==> config.mk <==
export PLATFORM = sky130hd
export DESIGN_NAME = hazard_scoreboard
export DESIGN_NICKNAME = d
export VERILOG_FILES = /design/src/rtl/hazard_scoreboard_pkg.sv /design/src/rtl/hazard_sb_counter.sv /design/src/rtl/hazard_scoreboard.sv
export SDC_FILE = /design/constraint.sdc
export NUM_CORES = 1
export LEC_CHECK = 0
export CAP_MARGIN = 20
export CORE_UTILIZATION = 35
export CTS_CLUSTER_DIAMETER = 40
export DETAILED_ROUTE_END_ITERATION = 7
export SETUP_SLACK_MARGIN = 0.3
export SKIP_CTS_REPAIR_TIMING = 1
export SLEW_MARGIN = 20
export SYNTH_ARGS = -nofsm -noshare
export SYNTH_HDL_FRONTEND = slang
export SYNTH_SLANG_ARGS = --single-unit
==> constraint.sdc <==
create_clock -name clk -period 4.4 [get_ports clk]
set_clock_uncertainty 0.1 [all_clocks]
set_input_delay 0.88 -clock clk [delete_from_list [all_inputs] [get_ports clk]]
set_output_delay 0.88 -clock clk [all_outputs]
set_load 0.02 [all_outputs]
==> src/rtl/hazard_scoreboard_pkg.sv <==
// ----------------------------------------------------------------------------
// hazard_scoreboard_pkg
//
// Shared definitions for the decode-stage hazard scoreboard.
//
// Contents:
//   - Default sizing constants for the scoreboard parameters.
//   - reg_addr_t : register-number type for the default address width.
//   - cnt_max()  : largest value a pending counter of a given width can hold,
//                  which is also the point where further writes must stall.
//   - op_class_e / reg_write_fn() : decode helper. Decode uses it to produce
//                  id_dst_we from the instruction class.
//
// Configuration macro (consumed by hazard_scoreboard.sv):
//   HAZARD_SCOREBOARD_WAW_EN - stall a writer while its destination is still
//                              pending, which enforces write-after-write order.
// ----------------------------------------------------------------------------
package hazard_scoreboard_pkg;

    localparam int NUM_REGS_DEF = 16;
    localparam int REG_AW_DEF   = 4;
    localparam int NUM_SRC_DEF  = 2;
    localparam int CNT_W_DEF    = 2;

    typedef logic [REG_AW_DEF-1:0] reg_addr_t;

    // Instruction classes as decode sees them.
    typedef enum logic [2:0] {
        OP_ALU     = 3'd0,
        OP_ALU_IMM = 3'd1,
        OP_LOAD    = 3'd2,
        OP_STORE   = 3'd3,
        OP_BRANCH  = 3'd4,
        OP_JAL     = 3'd5,
        OP_SYSTEM  = 3'd6,
        OP_NOP     = 3'd7
    } op_class_e;

    // Saturation point of a pending counter of width cntW.
    function automatic int cnt_max(input int cntW);
        return (1 << cntW) - 1;
    endfunction

    // Classes that write a destination register.
    function automatic logic reg_write_fn(input op_class_e op);
        logic writes;
        case (op)
            OP_ALU, OP_ALU_IMM, OP_LOAD, OP_JAL: writes = 1'b1;
            default:                             writes = 1'b0;
        endcase
        return writes;
    endfunction

endpackage

==> src/rtl/hazard_sb_counter.sv <==
// ----------------------------------------------------------------------------
// hazard_sb_counter
//
// Pending-write counter for one architectural register. The issue increment
// and up to two retire/kill decrements arrive in the same cycle. They are
// combined into a single net update, and the result is clamped at zero.
//
// Ports:
//   clk          in  clock, rising edge
//   rst_n        in  asynchronous active-low reset, clears the count
//   inc_i        in  an accepted issue writes this register
//   dec_i[1:0]   in  number of writes retired or killed this cycle (0..2)
//   busy_o       out count is non-zero
//   sat_o        out count is at its maximum; no further issue is allowed
//   underflow_o  out net decrement exceeds the count this cycle
// ----------------------------------------------------------------------------
module hazard_sb_counter
    import hazard_scoreboard_pkg::*;
#(
    parameter int CNT_W = CNT_W_DEF
) (
    input  logic       clk,
    input  logic       rst_n,
    input  logic       inc_i,
    input  logic [1:0] dec_i,
    output logic       busy_o,
    output logic       sat_o,
    output logic       underflow_o
);

    localparam logic [CNT_W:0] MaxExt = (CNT_W+1)'(cnt_max(CNT_W));

    logic [CNT_W-1:0] cnt_q;
    logic [CNT_W-1:0] cnt_d;
    logic [CNT_W:0]   sumExt;
    logic [CNT_W:0]   decExt;
    logic [CNT_W:0]   diffExt;

    // The increment is added before the decrements are taken away. A counter
    // at 0 that gets an issue and a retire in the same cycle is therefore
    // legal and stays at 0. The upper clamp is defensive only, because the
    // top level never issues into a saturated counter.
    always_comb begin
        sumExt      = {1'b0, cnt_q} + {{CNT_W{1'b0}}, inc_i};
        decExt      = (CNT_W+1)'(dec_i);
        diffExt     = sumExt - decExt;
        underflow_o = (decExt > sumExt);
        cnt_d       = cnt_q;
        if (underflow_o) begin
            cnt_d = '0;
        end else if (diffExt > MaxExt) begin
            cnt_d = MaxExt[CNT_W-1:0];
        end else begin
            cnt_d = diffExt[CNT_W-1:0];
        end
    end

    // Count register.
    always_ff @(posedge clk or negedge rst_n) begin
        if (!rst_n) begin
            cnt_q <= '0;
        end else begin
            cnt_q <= cnt_d;
        end
    end

    assign busy_o = |cnt_q;
    assign sat_o  = &cnt_q;

endmodule

==> src/rtl/hazard_scoreboard.sv <==
// ----------------------------------------------------------------------------
// hazard_scoreboard
//
// RAW and structural hazard detector for the decode stage. Each register has
// a counter of in-flight writes, so the pipeline may have any depth and may
// hold several outstanding writes to the same register.
//
// Ports:
//   clk, rst_n     clock (rising edge) and asynchronous active-low reset
//   id_valid       decode holds a valid instruction
//   id_src_addr    source register numbers; port k is at [k*REG_AW +: REG_AW]
//   id_src_used    bit k: source port k is actually read
//   id_dst_addr    destination register
//   id_dst_we      instruction writes id_dst_addr
//   id_issue       decode attempts to hand the instruction to EX
//   wb_valid/addr  a register write retires
//   kill_valid/addr an issued writer was squashed and will never retire
//   stall          hold IF/ID; the issue is not accepted
//   busy_mask      bit r: register r has pending writes
//   err_sticky     counter underflow seen since reset
//
// Configuration macro:
//   HAZARD_SCOREBOARD_WAW_EN - also stall while the destination is pending.
//
// Register numbers at or above NUM_REGS match no counter. They never stall and
// they never change state.
// ----------------------------------------------------------------------------
module hazard_scoreboard
    import hazard_scoreboard_pkg::*;
#(
    parameter int NUM_REGS = NUM_REGS_DEF,
    parameter int REG_AW   = REG_AW_DEF,
    parameter int NUM_SRC  = NUM_SRC_DEF,
    parameter int CNT_W    = CNT_W_DEF
) (
    input  logic                      clk,
    input  logic                      rst_n,
    input  logic                      id_valid,
    input  logic [NUM_SRC*REG_AW-1:0] id_src_addr,
    input  logic [NUM_SRC-1:0]        id_src_used,
    input  logic [REG_AW-1:0]         id_dst_addr,
    input  logic                      id_dst_we,
    input  logic                      id_issue,
    input  logic                      wb_valid,
    input  logic [REG_AW-1:0]         wb_addr,
    input  logic                      kill_valid,
    input  logic [REG_AW-1:0]         kill_addr,
    output logic                      stall,
    output logic [NUM_REGS-1:0]       busy_mask,
    output logic                      err_sticky
);

    logic [NUM_REGS-1:0] incVec;
    logic [NUM_REGS-1:0] busyVec;
    logic [NUM_REGS-1:0] satVec;
    logic [NUM_REGS-1:0] uflVec;
    logic [1:0]          decCnt [NUM_REGS];
    logic                srcHit;
    logic                dstSat;
`ifdef HAZARD_SCOREBOARD_WAW_EN
    logic                dstBusy;
`endif
    logic                issueAcc;
    logic                errSticky_q;
    logic                errSticky_d;

    // Hazard lookup. Registers are matched with equality only, so an address
    // outside the tracked range hits nothing. Counters are registered, so a
    // write retired this cycle releases its readers in the next cycle.
    always_comb begin
        srcHit = 1'b0;
        dstSat = 1'b0;
`ifdef HAZARD_SCOREBOARD_WAW_EN
        dstBusy = 1'b0;
`endif
        for (int k = 0; k < NUM_SRC; k++) begin
            for (int r = 0; r < NUM_REGS; r++) begin
                if (id_src_used[k] &&
                    (id_src_addr[k*REG_AW +: REG_AW] == REG_AW'(r)) &&
                    busyVec[r]) begin
                    srcHit = 1'b1;
                end
            end
        end
        for (int r = 0; r < NUM_REGS; r++) begin
            if (id_dst_addr == REG_AW'(r)) begin
                dstSat = satVec[r];
`ifdef HAZARD_SCOREBOARD_WAW_EN
                dstBusy = busyVec[r];
`endif
            end
        end
    end

    // A saturated destination stalls because one more write could not be
    // counted. With WAW enforcement, any pending write to the destination
    // also stalls.
    always_comb begin
`ifdef HAZARD_SCOREBOARD_WAW_EN
        stall = id_valid && (srcHit || (id_dst_we && (dstSat || dstBusy)));
`else
        stall = id_valid && (srcHit || (id_dst_we && dstSat));
`endif
        issueAcc = id_valid && id_issue && !stall && id_dst_we;
    end

    // Per-register events for this cycle. A retire and a kill of the same
    // register add together into a decrement of 2.
    always_comb begin
        for (int r = 0; r < NUM_REGS; r++) begin
            incVec[r] = issueAcc && (id_dst_addr == REG_AW'(r));
            decCnt[r] = {1'b0, wb_valid && (wb_addr == REG_AW'(r))} +
                        {1'b0, kill_valid && (kill_addr == REG_AW'(r))};
        end
    end

    for (genvar g = 0; g < NUM_REGS; g++) begin : gen_cnt
        hazard_sb_counter #(
            .CNT_W       (CNT_W)
        ) u_cnt (
            .clk         (clk),
            .rst_n       (rst_n),
            .inc_i       (incVec[g]),
            .dec_i       (decCnt[g]),
            .busy_o      (busyVec[g]),
            .sat_o       (satVec[g]),
            .underflow_o (uflVec[g])
        );
    end

    // Underflow means the pipeline retired or killed a write that was never
    // issued. The flag latches until reset so that a monitor can see it.
    always_comb begin
        errSticky_d = errSticky_q | (|uflVec);
    end

    always_ff @(posedge clk or negedge rst_n) begin
        if (!rst_n) begin
            errSticky_q <= 1'b0;
        end else begin
            errSticky_q <= errSticky_d;
        end
    end

    assign busy_mask  = busyVec;
    assign err_sticky = errSticky_q;

endmodule

Yosys cells after proc, flatten, opt, wreduce, memory -nomap -nowiden
Cells that the tools add are included.
{ "op_classes": {"add_sub_neg": 48, "n_reduce_logical": 157, "eq_ne": 75, "order_cmp": 32, "n_mux": 80, "bitwise_logic": 1} }
{ "ops": {"columns": ["cell", "n"], "rows": [
  ["4-bit == test (second input constant)", 40],
  ["1-bit logical AND", 117],
  ["4-bit by 3-bit == test with 1-bit output (second input constant)", 20],
  ["2-bit 2-to-1 mux", 32],
  ["2-bit by 1-bit adder with 3-bit output", 16],
  ["2-bit by 3-bit greater-than comparator with 1-bit output", 16],
  ["3-bit by 2-bit greater-than comparator with 1-bit output (second input constant)", 16],
  ["1-bit 2-to-1 mux", 48],
  ["3-bit by 2-bit subtractor with 3-bit output", 16],
  ["4-bit by 2-bit == test with 1-bit output (second input constant)", 10],
  ["1-bit by 1-bit adder with 2-bit output", 16],
  ["2-bit AND reduction", 16],
  ["2-bit OR reduction", 16],
  ["4-bit by 1-bit == test with 1-bit output (second input constant)", 5],
  ["4-bit logical NOT", 5],
  ["16-bit OR reduction", 1],
  ["1-bit logical NOT", 1],
  ["1-bit logical OR", 1],
  ["1-bit bitwise OR", 1]
]} }
{ "word_totals": {"output_inout_bits": 18, "register_bits": 33, "input_bits": 29} }

Depth between registers and ports, before layout
Gate-level depths: netlist of run 1.
{ "logic_depth": {"depth_word": 46, "depth_mapped": 17, "ltp_nobuf": 14} }

Cells and area by module
Synthesis of run 1 repeated with hierarchy kept, for this count alone.
{ "unflattened": {"cells_unflattened": 485, "area_unflattened_um2": 4694.5} }
{ "modules_own_cells": {"columns": ["mod", "instances", "area_per_inst_um2", "cells_per_inst"], "rows": [
  ["hazard_sb_counter", 16, 215.2, 20],
  ["hazard_scoreboard", 1, 1251.2, 165]
]} }

Least setup slack after synthesis of run 1
Ideal clock, no wire load.
{ "synth_path": {"path_type": "input-to-reg", "startpoint": "input id_src_addr[1]", "endpoint": "register errSticky_q, in the netlist err_sticky", "path_buffers": 3, "path_slack_ns": 0.207, "arrival_time_ns": 3.958, "path_stages": 15, "cell_sequence": "buf_6 mux4_2 and3_1 a311oi_1 a32o_2 buf_6 buf_12 nor3_2 ha_1 fa_1 nor2b_1 a21oi_1 or4_1 nor3_1 nand4_1"} }
{ "synth_via": {"elab_chain_len": 45} }
{ "synth_rtl": {"columns": ["item", "line_no", "text"], "rows": [
  ["start: declaration", "hazard_scoreboard.sv:39", "input logic [NUM_SRC*REG_AW-1:0] id_src_addr,"],
  ["4-bit logical NOT", "hazard_scoreboard.sv:79", "(id_src_addr[k*REG_AW +: REG_AW] == REG_AW'(r)) &&"],
  ["1-bit logical AND", "hazard_scoreboard.sv:78", "if (id_src_used[k] &&"],
  ["1-bit logical AND", "hazard_scoreboard.sv:79", null],
  ["1-bit 2-to-1 mux (15 in series)", "hazard_scoreboard.sv:78", null],
  ["1-bit 2-to-1 mux (*) (17 in series)", "hazard_scoreboard.sv:78", null],
  ["1-bit logical OR (*)", "hazard_scoreboard.sv:102", "stall = id_valid && (srcHit || (id_dst_we && dstSat));"],
  ["1-bit logical AND (*)", "hazard_scoreboard.sv:102", null],
  ["1-bit logical NOT (*)", "hazard_scoreboard.sv:104", "issueAcc = id_valid && id_issue && !stall && id_dst_we;"],
  ["1-bit logical AND (*) (2 in series)", "hazard_scoreboard.sv:104", null],
  ["1-bit logical AND", "hazard_scoreboard.sv:111", "incVec[r] = issueAcc && (id_dst_addr == REG_AW'(r));"],
  ["2-bit by 1-bit adder with 3-bit output", "hazard_sb_counter.sv:44", "sumExt = {1'b0, cnt_q} + {{CNT_W{1'b0}}, inc_i};"],
  ["2-bit by 3-bit greater-than comparator with 1-bit output", "hazard_sb_counter.sv:47", "underflow_o = (decExt > sumExt);"],
  ["16-bit OR reduction (*)", "hazard_scoreboard.sv:134", "errSticky_d = errSticky_q | (|uflVec);"],
  ["1-bit bitwise OR (*)", "hazard_scoreboard.sv:134", null],
  ["net errSticky_d", "hazard_scoreboard.sv:65", "logic errSticky_d;"],
  ["end signal: assignment", "hazard_scoreboard.sv:141", "errSticky_q <= errSticky_d;"],
  ["end: declaration", "hazard_scoreboard.sv:64", "logic errSticky_q;"]
]} }
Mark *: on every way through the listed nets, which the timed path passes. The rest lies on a longest branch.

Final worst setup path of run 1
{ "layout_path": {"startpoint": "input id_src_addr[5]", "endpoint": "register gen_cnt[4].u_cnt.cnt_q[1]"} }
{ "layout_via": {"elab_chain_len": 30} }
{ "layout_rtl": {"columns": ["item", "line_no", "text"], "rows": [
  ["4-bit logical NOT", "hazard_scoreboard.sv:79", null],
  ["1-bit logical AND", "hazard_scoreboard.sv:78", null],
  ["1-bit logical AND", "hazard_scoreboard.sv:79", null],
  ["1-bit 2-to-1 mux (15 in series)", "hazard_scoreboard.sv:78", null],
  ["1-bit 2-to-1 mux (*)", "hazard_scoreboard.sv:78", null],
  ["1-bit logical OR (*)", "hazard_scoreboard.sv:102", null],
  ["1-bit logical AND (*)", "hazard_scoreboard.sv:102", null],
  ["1-bit logical NOT (*)", "hazard_scoreboard.sv:104", null],
  ["1-bit logical AND (*) (2 in series)", "hazard_scoreboard.sv:104", null],
  ["1-bit logical AND (*)", "hazard_scoreboard.sv:111", null],
  ["2-bit by 1-bit adder with 3-bit output (*)", "hazard_sb_counter.sv:44", null],
  ["3-bit by 2-bit subtractor with 3-bit output", "hazard_sb_counter.sv:46", "diffExt = sumExt - decExt;"],
  ["3-bit by 2-bit greater-than comparator with 1-bit output", "hazard_sb_counter.sv:51", "end else if (diffExt > MaxExt) begin"],
  ["2-bit 2-to-1 mux", "hazard_sb_counter.sv:51", null],
  ["2-bit 2-to-1 mux (*)", "hazard_sb_counter.sv:49", "if (underflow_o) begin"],
  ["net gen_cnt[4].u_cnt.cnt_d[1]", "hazard_sb_counter.sv:34", "logic [CNT_W-1:0] cnt_d;"],
  ["end signal: assignment", "hazard_sb_counter.sv:63", "cnt_q <= cnt_d;"],
  ["end: declaration", "hazard_sb_counter.sv:33", "logic [CNT_W-1:0] cnt_q;"]
]} }
Marked as above.

==> flow_summary.json, run 1 <==
{
  "status": "complete, no violations",
  "required_ns": 4.48,
  "synth_top_family_by_area": "adder cells",
  "grt_first_pass_wirelength_mm": 20.42,
  "grt_usage": 0.2000,
  "gp_congestion": 0.9130,
  "hp-class": "reg2reg",
  "fin_nets": 747,
  "fill_cells": 1208,
  "synth.area.mux_share": 0.01991,
  "dp_hpwl_mm": 10.69,
  "synth-seq-area-share": 0.1825,
  "yosys.area_share.xor_xnor": 0.02710,
  "mappedNetlistArea_um2": 4524,
  "fin_hold_ws_ns": 0.4350,
  "final_util": 0.4766,
  "cts_root_buffer": "clkbuf_16",
  "ant_nets": 0,
  "cp_max_fo": 4,
  "drt_iter0_markers": 218,
  "synth_ff_type": "dfrtp_1",
  "hold_viol": 0,
  "port_buffers": 46,
  "max_freq_mhz": 248.3,
  "clk_pin_slew_ns": 0.06,
  "tightest_slew_ns": 0.4909,
  "wl_per_cell_um": 16.38,
  "grt_use_met2": 0.3645,
  "cp.arrival_ns": 4.11,
  "ios": 47,
  "clkSinkCount": 33,
  "die_y_um": 115.7,
  "placed_cell_area_um2": 5525,
  "cts_tree": "done",
  "htree_levels": 2,
  "syn2layout_area_growth_pct": 32.94,
  "synth_simple_gate_area_frac": 0.2002,
  "grt_overflow": 0,
  "rsz0062_at_grt": "no",
  "cts_made_buffers": 5,
  "drv_cap": 0,
  "dieArea_um2": 13390,
  "regArea_um2": 825.8,
  "period_share": 0.9152,
  "synth_nets": 636,
  "powerDensity_nw_per_um2": 467.7,
  "synth_seq_cells": 33,
  "start_kind": "input port",
  "fin_crit_ns": 4.027,
  "grt_pass1_vias": 4212,
  "p_leak_uw": 0.002782,
  "relSlewSlack": 0.6727,
  "via_per_inst": 5.116,
  "clock_latency_ns": 0.28,
  "setup_violations": 0,
  "multi_input_area_um2": 3357,
  "peakVddDrop_uv": 149.4,
  "synth_area_per_cell_um2": 8.854,
  "grt-busiest-layer": "met2",
  "drc": 0,
  "grtUsageMet1": 0.2515,
  "path_class": "in2reg",
  "synthArstFlopShare": 1.000,
  "endpoint_kind": "flop",
  "drive_gt1_frac": 0.2729,
  "n_antenna_cell": 0,
  "synth_edf_count": 0,
  "firstDrtPassIters": 5,
  "synth_compound_area_frac": 0.1316,
  "cts_buffer_depth": 2,
  "yosysWarnings": 0,
  "ys_types": 52,
  "fp-row-count": 41,
  "final_cell_mix": "inv_1, buf_4, ha_1, nor2_1, a21oi_1",
  "drv_slew": 0,
  "layout_commonest_cell": "inv_1",
  "vias": 4067,
  "start_util": 0.3585,
  "core_um2": 12620,
  "use_met3": 0.02249,
  "synthAdderAreaFrac": 0.3186,
  "die_w_um": 115.7,
  "netlist_instances": 511,
  "drt-total-wl_mm": 13.03,
  "antenna_found_initial": 0,
  "grt_max_degree": 34,
  "fin_area_um2": 6015
}
## cell families (layout without fill, tap and decap cells)
| family | count (synthesis) | after routing |
|---|---|---|
| AND/OR/NAND/NOR | 151 | 151 |
| buffers and inverters | 117 | 229 |
| adder cells (fa/ha/maj) | 96 | 96 |
| AO/OA/AOI/OAI | 96 | 96 |
| flip-flops | 33 | 33 |
| XOR/XNOR | 14 | 14 |
| multiplexers | 4 | 4 |
## synthesized netlist by cell type, types with 2 or more instances
master	count	area share
inv_1	92	0.076
ha_1	64	0.18
a21oi_1	49	0.054
nor2_1	49	0.041
dfrtp_1	33	0.18
fa_1	32	0.14
buf_4	18	0.030
nor3_1	17	0.019
nor3_2	15	0.033
nand2_1	14	0.012
o21ai_0	14	0.015
xor2_1	13	0.025
nand2b_1	9	0.012
a31oi_1	7	0.0097
nor2b_1	7	0.0097
nand3_1	6	0.0066
nand3b_1	6	0.010
a211oi_1	4	0.0066
a221oi_1	4	0.0077
buf_2	4	0.0044
mux4_2	4	0.020
nor3b_1	4	0.0066
o32ai_1	4	0.0077
nor4_2	3	0.0083
o31ai_1	3	0.0050
or4_4	3	0.0075
and3_1	2	0.0028
buf_6	2	0.0050
nand4_1	2	0.0028
nor4_1	2	0.0028
o31a_1	2	0.0039
or2_2	2	0.0028
or3b_2	2	0.0039
## cell type report
cell class / instances / area share
multi-input combinational: 361 / 0.5581
timing repair buffer: 129 / 0.1847
sequential: 33 / 0.1373
inverter: 92 / 0.05783
tap: 172 / 0.03578
clock buffer: 7 / 0.02538
clock inverter: 1 / 0.0008321
## critical path, cell delays in order
cell      delay [ns]
buf_4           0.13
buf_6           0.13
nand2_4         0.07
nor3_2          0.04
o41ai_2         0.35
nor2_2          0.12
or4_4           0.57
buf_6           0.14
nor4_4          0.21
ha_2            0.31
inv_2           0.07
ha_4            0.15
inv_4           0.04
fa_2            0.57
o21ai_2         0.07
a221oi_2        0.25
## report_power, final
part / internal (µW) / switching [µW]
Sequential: 441 / 219
Combinational: 857 / 913
Clock: 240 / 142
## flip-flops by register name, summed over array words and instances (netlist names)
| signal | flops |
|---|---|
| gen_cnt.u_cnt.cnt_q | 32 |
| err_sticky | 1 |
## routing by layer
layer | up-vias | routed length, µm
met2 | 91 | 6591
met3 | 21 | 478
met5 | - | 0
met4 | 0 | 237
met1 | 2000 | 5719
li1 | 1955 | -
## worst paths after layout
path | start | endpoint | slack, ns | cells past startpoint
min | err_sticky | err_sticky | 0.44 | 2
max reg2reg | gen_cnt[6].u_cnt.cnt_q[1] | gen_cnt[4].u_cnt.cnt_q[1] | 0.48 | 14
max in group asynchronous | rst_n | gen_cnt[12].u_cnt.cnt_q[1] | 2.92 | 2
max | id_src_addr[5] | gen_cnt[4].u_cnt.cnt_q[1] | 0.37 | 16
min reg2reg | err_sticky | err_sticky | 0.44 | 2
min in group asynchronous | rst_n | gen_cnt[5].u_cnt.cnt_q[1] | 0.93 | 2
## metrics by stage
| stage | setup slack (ns) | power, µW | cells | TNS (ns) |
|---|---|---|---|---|
| 4_1_cts | -0.2723 | 2704 | 781 | -0.5378 |
| 3_5_place_dp | -0.4064 | 2312 | 773 | -5.808 |
| 6_report | 0.3729 | 2813 | 795 | 0 |
| 3_3_place_gp | -0.3646 | 2248 | 773 | -4.935 |
| 2_1_floorplan | 0.2675 | 1695 | 511 | 0 |
| 5_1_grt | 0.2303 | 3038 | 795 | 0 |
Power figures use the tool's default switching activity.
==> run 2: changes to the inputs <==
==> constraint.sdc (replaced) <==
create_clock -name clk -period 3.4 [get_ports clk]
set_clock_uncertainty 0.1 [all_clocks]
set_input_delay 0.68 -clock clk [delete_from_list [all_inputs] [get_ports clk]]
set_output_delay 0.68 -clock clk [all_outputs]
set_load 0.02 [all_outputs]
==> run 2 against run 1 <==
The flow now finishes with violations (negative setup slack). Non-clock buffer count grew 109. Largest power group unchanged. Clock power increased by 59%. Critical endpoint is now err_sticky. Design area is 29% higher. Utilization increased by 14 points. Sequential power rose by 7.7%.
==> flow_summary.json, run 2 (same netlist as run 1, synthesis figures left out) <==
{
  "finalSetupTns_ns": -9.221,
  "cts_root_buffer": "clkbuf_16",
  "drt-total-wl_mm": 15.45,
  "antenna_found_initial": 0,
  "grt_pass1_vias": 4710,
  "rsz0062_at_grt": "yes",
  "port_buffers": 46,
  "dieArea_um2": 13390,
  "start_kind": "flop",
  "ios": 47,
  "reg2reg_depth": 15,
  "start_util": 0.3585,
  "violations": "negative setup slack",
  "drive_gt1_frac": 0.5342,
  "final_util": 0.6135,
  "layout_commonest_cell": "buf_4",
  "clkSinkCount": 33,
  "grt_overflow": 0,
  "fin_crit_ns": 3.935,
  "r2r-start": "gen_cnt[3].u_cnt.cnt_q[1]",
  "grt_first_pass_wirelength_mm": 23.60,
  "fp-row-count": 41,
  "grt_usage": 0.2341,
  "dp_hpwl_mm": 12.26,
  "largest_reg_flops": 32,
  "wl_per_cell_um": 17.10,
  "hp-class": "in2async",
  "firstDrtPassIters": 4,
  "drv_slew": 0,
  "pre_cts_ws_ns": -1.292,
  "path_class": "reg2reg",
  "status": "finished, violations left",
  "setup_ws_ns": -0.5346,
  "cts_buffer_depth": 2,
  "fin_area_um2": 7742,
  "powerDensity_nw_per_um2": 628.3,
  "endpoint_kind": "flop",
  "period_share": 1.157,
  "p_leak_uw": 0.003430,
  "required_ns": 3.46,
  "die_w_um": 115.7,
  "cp.arrival_ns": 3.99,
  "cts_tree": "done",
  "syn2layout_area_growth_pct": 71.13,
  "cts_made_buffers": 5,
  "timing.rr.end": "err_sticky",
  "via_per_inst": 5.063,
  "hold_viol": 0,
  "vias": 4577,
  "fill_cells": 1026,
  "clk_pin_slew_ns": 0.06,
  "tightest_slew_ns": 0.8867,
  "peakVddDrop_uv": 438.4,
  "drv_cap": 0,
  "top_register": "gen_cnt.u_cnt.cnt_q",
  "rrSetupSlack_ns": -0.53,
  "htree_levels": 2,
  "max_freq_mhz": 254.2,
  "core_um2": 12620,
  "relSlewSlack": 0.4089,
  "die_y_um": 115.7,
  "placed_cell_area_um2": 6708,
  "drc": 0,
  "gp_congestion": 0.9350,
  "fin_nets": 856,
  "cp_max_fo": 3,
  "drt_iter0_markers": 246,
  "grt_max_degree": 34,
  "final_cell_mix": "buf_4, inv_1, nor2_1, a21oi_1, ha_4",
  "setup_violations": 33,
  "clock_latency_ns": 0.29,
  "ant_nets": 0,
  "n_antenna_cell": 0
}
run 2: worst max path at each step:
stage,to,cells past startpoint,start
floorplan,err_sticky,15,id_src_addr[1]
global placement,err_sticky,17,id_src_addr[4]
detailed placement,err_sticky,17,id_src_addr[1]
CTS,err_sticky,14,id_src_addr[1]
global route,err_sticky,15,gen_cnt[3].u_cnt.cnt_q[1]
finish,err_sticky,15,gen_cnt[3].u_cnt.cnt_q[1]
run 2: per-stage QoR:
stage          power, µW  instances  hold slack [ns]
6_report            4865        904           0.4077
3_3_place_gp        3667        873           0.4396
5_1_grt             5227        904           0.4854
4_1_cts             4389        881           0.4562
2_1_floorplan       2391        511           0.2844
3_5_place_dp        3753        873           0.4393
run 2: area by class of cell:
class / instances / area, µm² / share of cell area
sequential: 33 / 825.8 / 0.1067
multi-input combinational: 361 / 4101 / 0.5297
tap: 172 / 215.2 / 0.02780
clock buffer: 5 / 125.1 / 0.01616
clock inverter: 3 / 65.06 / 0.008403
inverter: 92 / 357.8 / 0.04622
timing repair buffer: 238 / 2052 / 0.2650
run 2: worst max-delay path: stages (launching register included):
cell,delay [ns]
dfrtp_1,0.35
nor2_1,0.05
buf_4,0.14
mux4_2,0.45
or4b_4,0.56
o211ai_4,0.12
or4_4,0.20
buf_6,0.10
nor3_4,0.04
ha_4,0.16
fa_1,0.54
nor2b_4,0.16
a21oi_2,0.08
or4_4,0.44
nor3_4,0.19
nand4_1,0.11
run 2: where the power goes:
part           switching, µW  internal [µW]  leakage (µW)
logic                   1720           1830       0.00291
clock network            187            419     0.0000938
registers                140            571      0.000424
run 2: metal layers:
layer  part of all wire  vias up  GRT usage
li1                   -     2170          -
met5                  0        -          0
met1               0.42     2229     0.2978
met2               0.49      132     0.3976
met3              0.047       46    0.03033
met4              0.047        0     0.1043
==> run 3: changes to the inputs <==
--- a/config.mk
+++ b/config.mk
@@ -10,7 +10,6 @@
 export CTS_CLUSTER_DIAMETER = 40
 export DETAILED_ROUTE_END_ITERATION = 7
 export SETUP_SLACK_MARGIN = 0.3
-export SKIP_CTS_REPAIR_TIMING = 1
 export SLEW_MARGIN = 20
 export SYNTH_ARGS = -nofsm -noshare
 export SYNTH_HDL_FRONTEND = slang
==> run 3 against run 2 <==
Flip-flop and latch count unchanged. Register-to-register slack improved by 0.05 ns. Non-clock buffer count shrank 2. Largest power group unchanged. Global-route usage rose by 1.3 points. The flow still finishes with violations (negative setup slack). Sequential share of layout area down 0.075 points. Critical path type unchanged. Hold slack got worse by 0.0091 ns.
==> flow_summary.json, run 3 (same netlist as run 1, synthesis figures left out) <==
{
  "clk_pin_slew_ns": 0.06,
  "cts_tree": "done",
  "drt_iter0_markers": 258,
  "fp-row-count": 41,
  "n_antenna_cell": 0,
  "period_share": 1.142,
  "cts_buffer_depth": 2,
  "gp_congestion": 0.9350,
  "firstDrtPassIters": 5,
  "cts_root_buffer": "clkbuf_16",
  "cp_max_fo": 4,
  "dp_hpwl_mm": 12.26,
  "drc": 0,
  "dieArea_um2": 13390,
  "timing.rr.end": "err_sticky",
  "antenna_found_initial": 0,
  "clkSinkCount": 33,
  "slowest_delay_ns": 0.56,
  "port_buffers": 46,
  "core_um2": 12620,
  "grt_overflow": 0,
  "htree_levels": 2,
  "cp.arrival_ns": 3.93,
  "path_class": "reg2reg",
  "critPathTopFamily": "simple AND/OR/NAND/NOR gates",
  "clock_latency_ns": 0.29,
  "rrSetupSlack_ns": -0.48,
  "start_kind": "flop",
  "slowest_stage": "or4b_4",
  "grt_first_pass_wirelength_mm": 24.93,
  "setup_ws_ns": -0.4816,
  "required_ns": 3.45,
  "relSlewSlack": 0.4165,
  "wl_per_cell_um": 17.62,
  "cts_made_buffers": 5,
  "grt_max_degree": 34,
  "r2r-start": "gen_cnt[3].u_cnt.cnt_q[1]",
  "hold_viol": 0,
  "crit_top_cell": "or4_4",
  "p_leak_uw": 0.003371,
  "rsz0062_at_grt": "yes",
  "grt_usage": 0.2475,
  "fin_nets": 854,
  "largest_reg_flops": 32,
  "powerDensity_nw_per_um2": 632.6,
  "drv_cap": 0,
  "via_per_inst": 5.120,
  "reg2reg_depth": 14,
  "ios": 47,
  "endpoint_kind": "flop",
  "fin_crit_ns": 3.882,
  "syn2layout_area_growth_pct": 72.35,
  "ant_nets": 0,
  "grt_pass1_vias": 4908,
  "tightest_slew_ns": 0.8752,
  "layout_commonest_cell": "buf_4",
  "hp-class": "in2async",
  "max_freq_mhz": 257.6,
  "violations": "negative setup slack",
  "die_w_um": 115.7,
  "status": "finished, violations left",
  "fill_cells": 1009,
  "final_util": 0.6179,
  "finalSetupTns_ns": -6.294,
  "crit_chain": "nor2_1 -> buf_4 -> mux4_2 -> or4b_4 -> o211ai_4 -> or4_4 -> nor3_2 -> ha_2 -> fa_1 -> nor2b_4 -> a21oi_1 -> or4_4 -> nor3_4 -> nand4_1",
  "final_cell_mix": "buf_4, inv_1, nor2_1, ha_4",
  "die_y_um": 115.7,
  "path_buf_inv": 1,
  "drive_gt1_frac": 0.5534,
  "drt-total-wl_mm": 15.90,
  "setup_violations": 32,
  "peakVddDrop_uv": 437.8,
  "vias": 4618,
  "start_util": 0.3585,
  "drv_slew": 0,
  "top_register": "gen_cnt.u_cnt.cnt_q"
}
## run 3: cell count changes in the layout (fill, tap and decap cells not counted), sizes merged
cell          before  now
dlygate4sd2        0    5
bufbuf             0    1
buf              194  197
dlymetal6s2s      10    1
clkbuf             8    6
## run 3: power breakdown
part	total, µW	internal (µW)	switching [µW]
sequential	713	571	142
clock	610	419	191
combinational	3610	1840	1770
## run 3: worst max path at each step
stage | startpoint | end | cells after the start
after detailed placement | id_src_addr[1] | err_sticky | 17
after CTS | gen_cnt[0].u_cnt.cnt_q[0] | err_sticky | 14
final | gen_cnt[3].u_cnt.cnt_q[1] | err_sticky | 14
after global routing | gen_cnt[2].u_cnt.cnt_q[0] | err_sticky | 14
after global placement | id_src_addr[4] | err_sticky | 17
after floorplan | id_src_addr[1] | err_sticky | 15
## run 3: through the flow
stage	instance area (µm²)	std cells	hold slack, ns	setup slack (ns)	power (µW)
4_1_cts	7460	895	0.4562	-0.4341	4666
3_3_place_gp	6708	873	0.4396	-1.166	3667
2_1_floorplan	4986	511	0.2844	-0.5053	2391
6_report	7797	902	0.3987	-0.4816	4933
5_1_grt	7797	902	0.4860	-0.6162	5292
3_5_place_dp	6708	873	0.4393	-1.292	3753
## run 3: per-layer routing
layer	global-route usage	vias to the layer above	share of wire
met5	0	-	0
li1	-	2173	-
met4	0.1077	0	0.041
met3	0.03713	48	0.041
met2	0.4299	129	0.50
met1	0.3051	2268	0.41
## run 3: area by class of cell
type | count | area, µm² | share of cell area
Tap cell | 172 | 215.2 | 0.02760
Timing Repair Buffer | 236 | 1993 | 0.2556
Clock buffer | 5 | 125.1 | 0.01605
Clock inverter | 3 | 65.06 | 0.008344
Multi-Input combinational cell | 361 | 4198 | 0.5384
Sequential cell | 33 | 825.8 | 0.1059
Inverter | 92 | 375.4 | 0.04814
## run 3: repair_timing
action	CTS	global route
hold buffers	0	0
resized for setup	132	67
pin swaps	54	59
cloned	1	0
buffers inserted	13	7
setup endpoints to repair	34	34
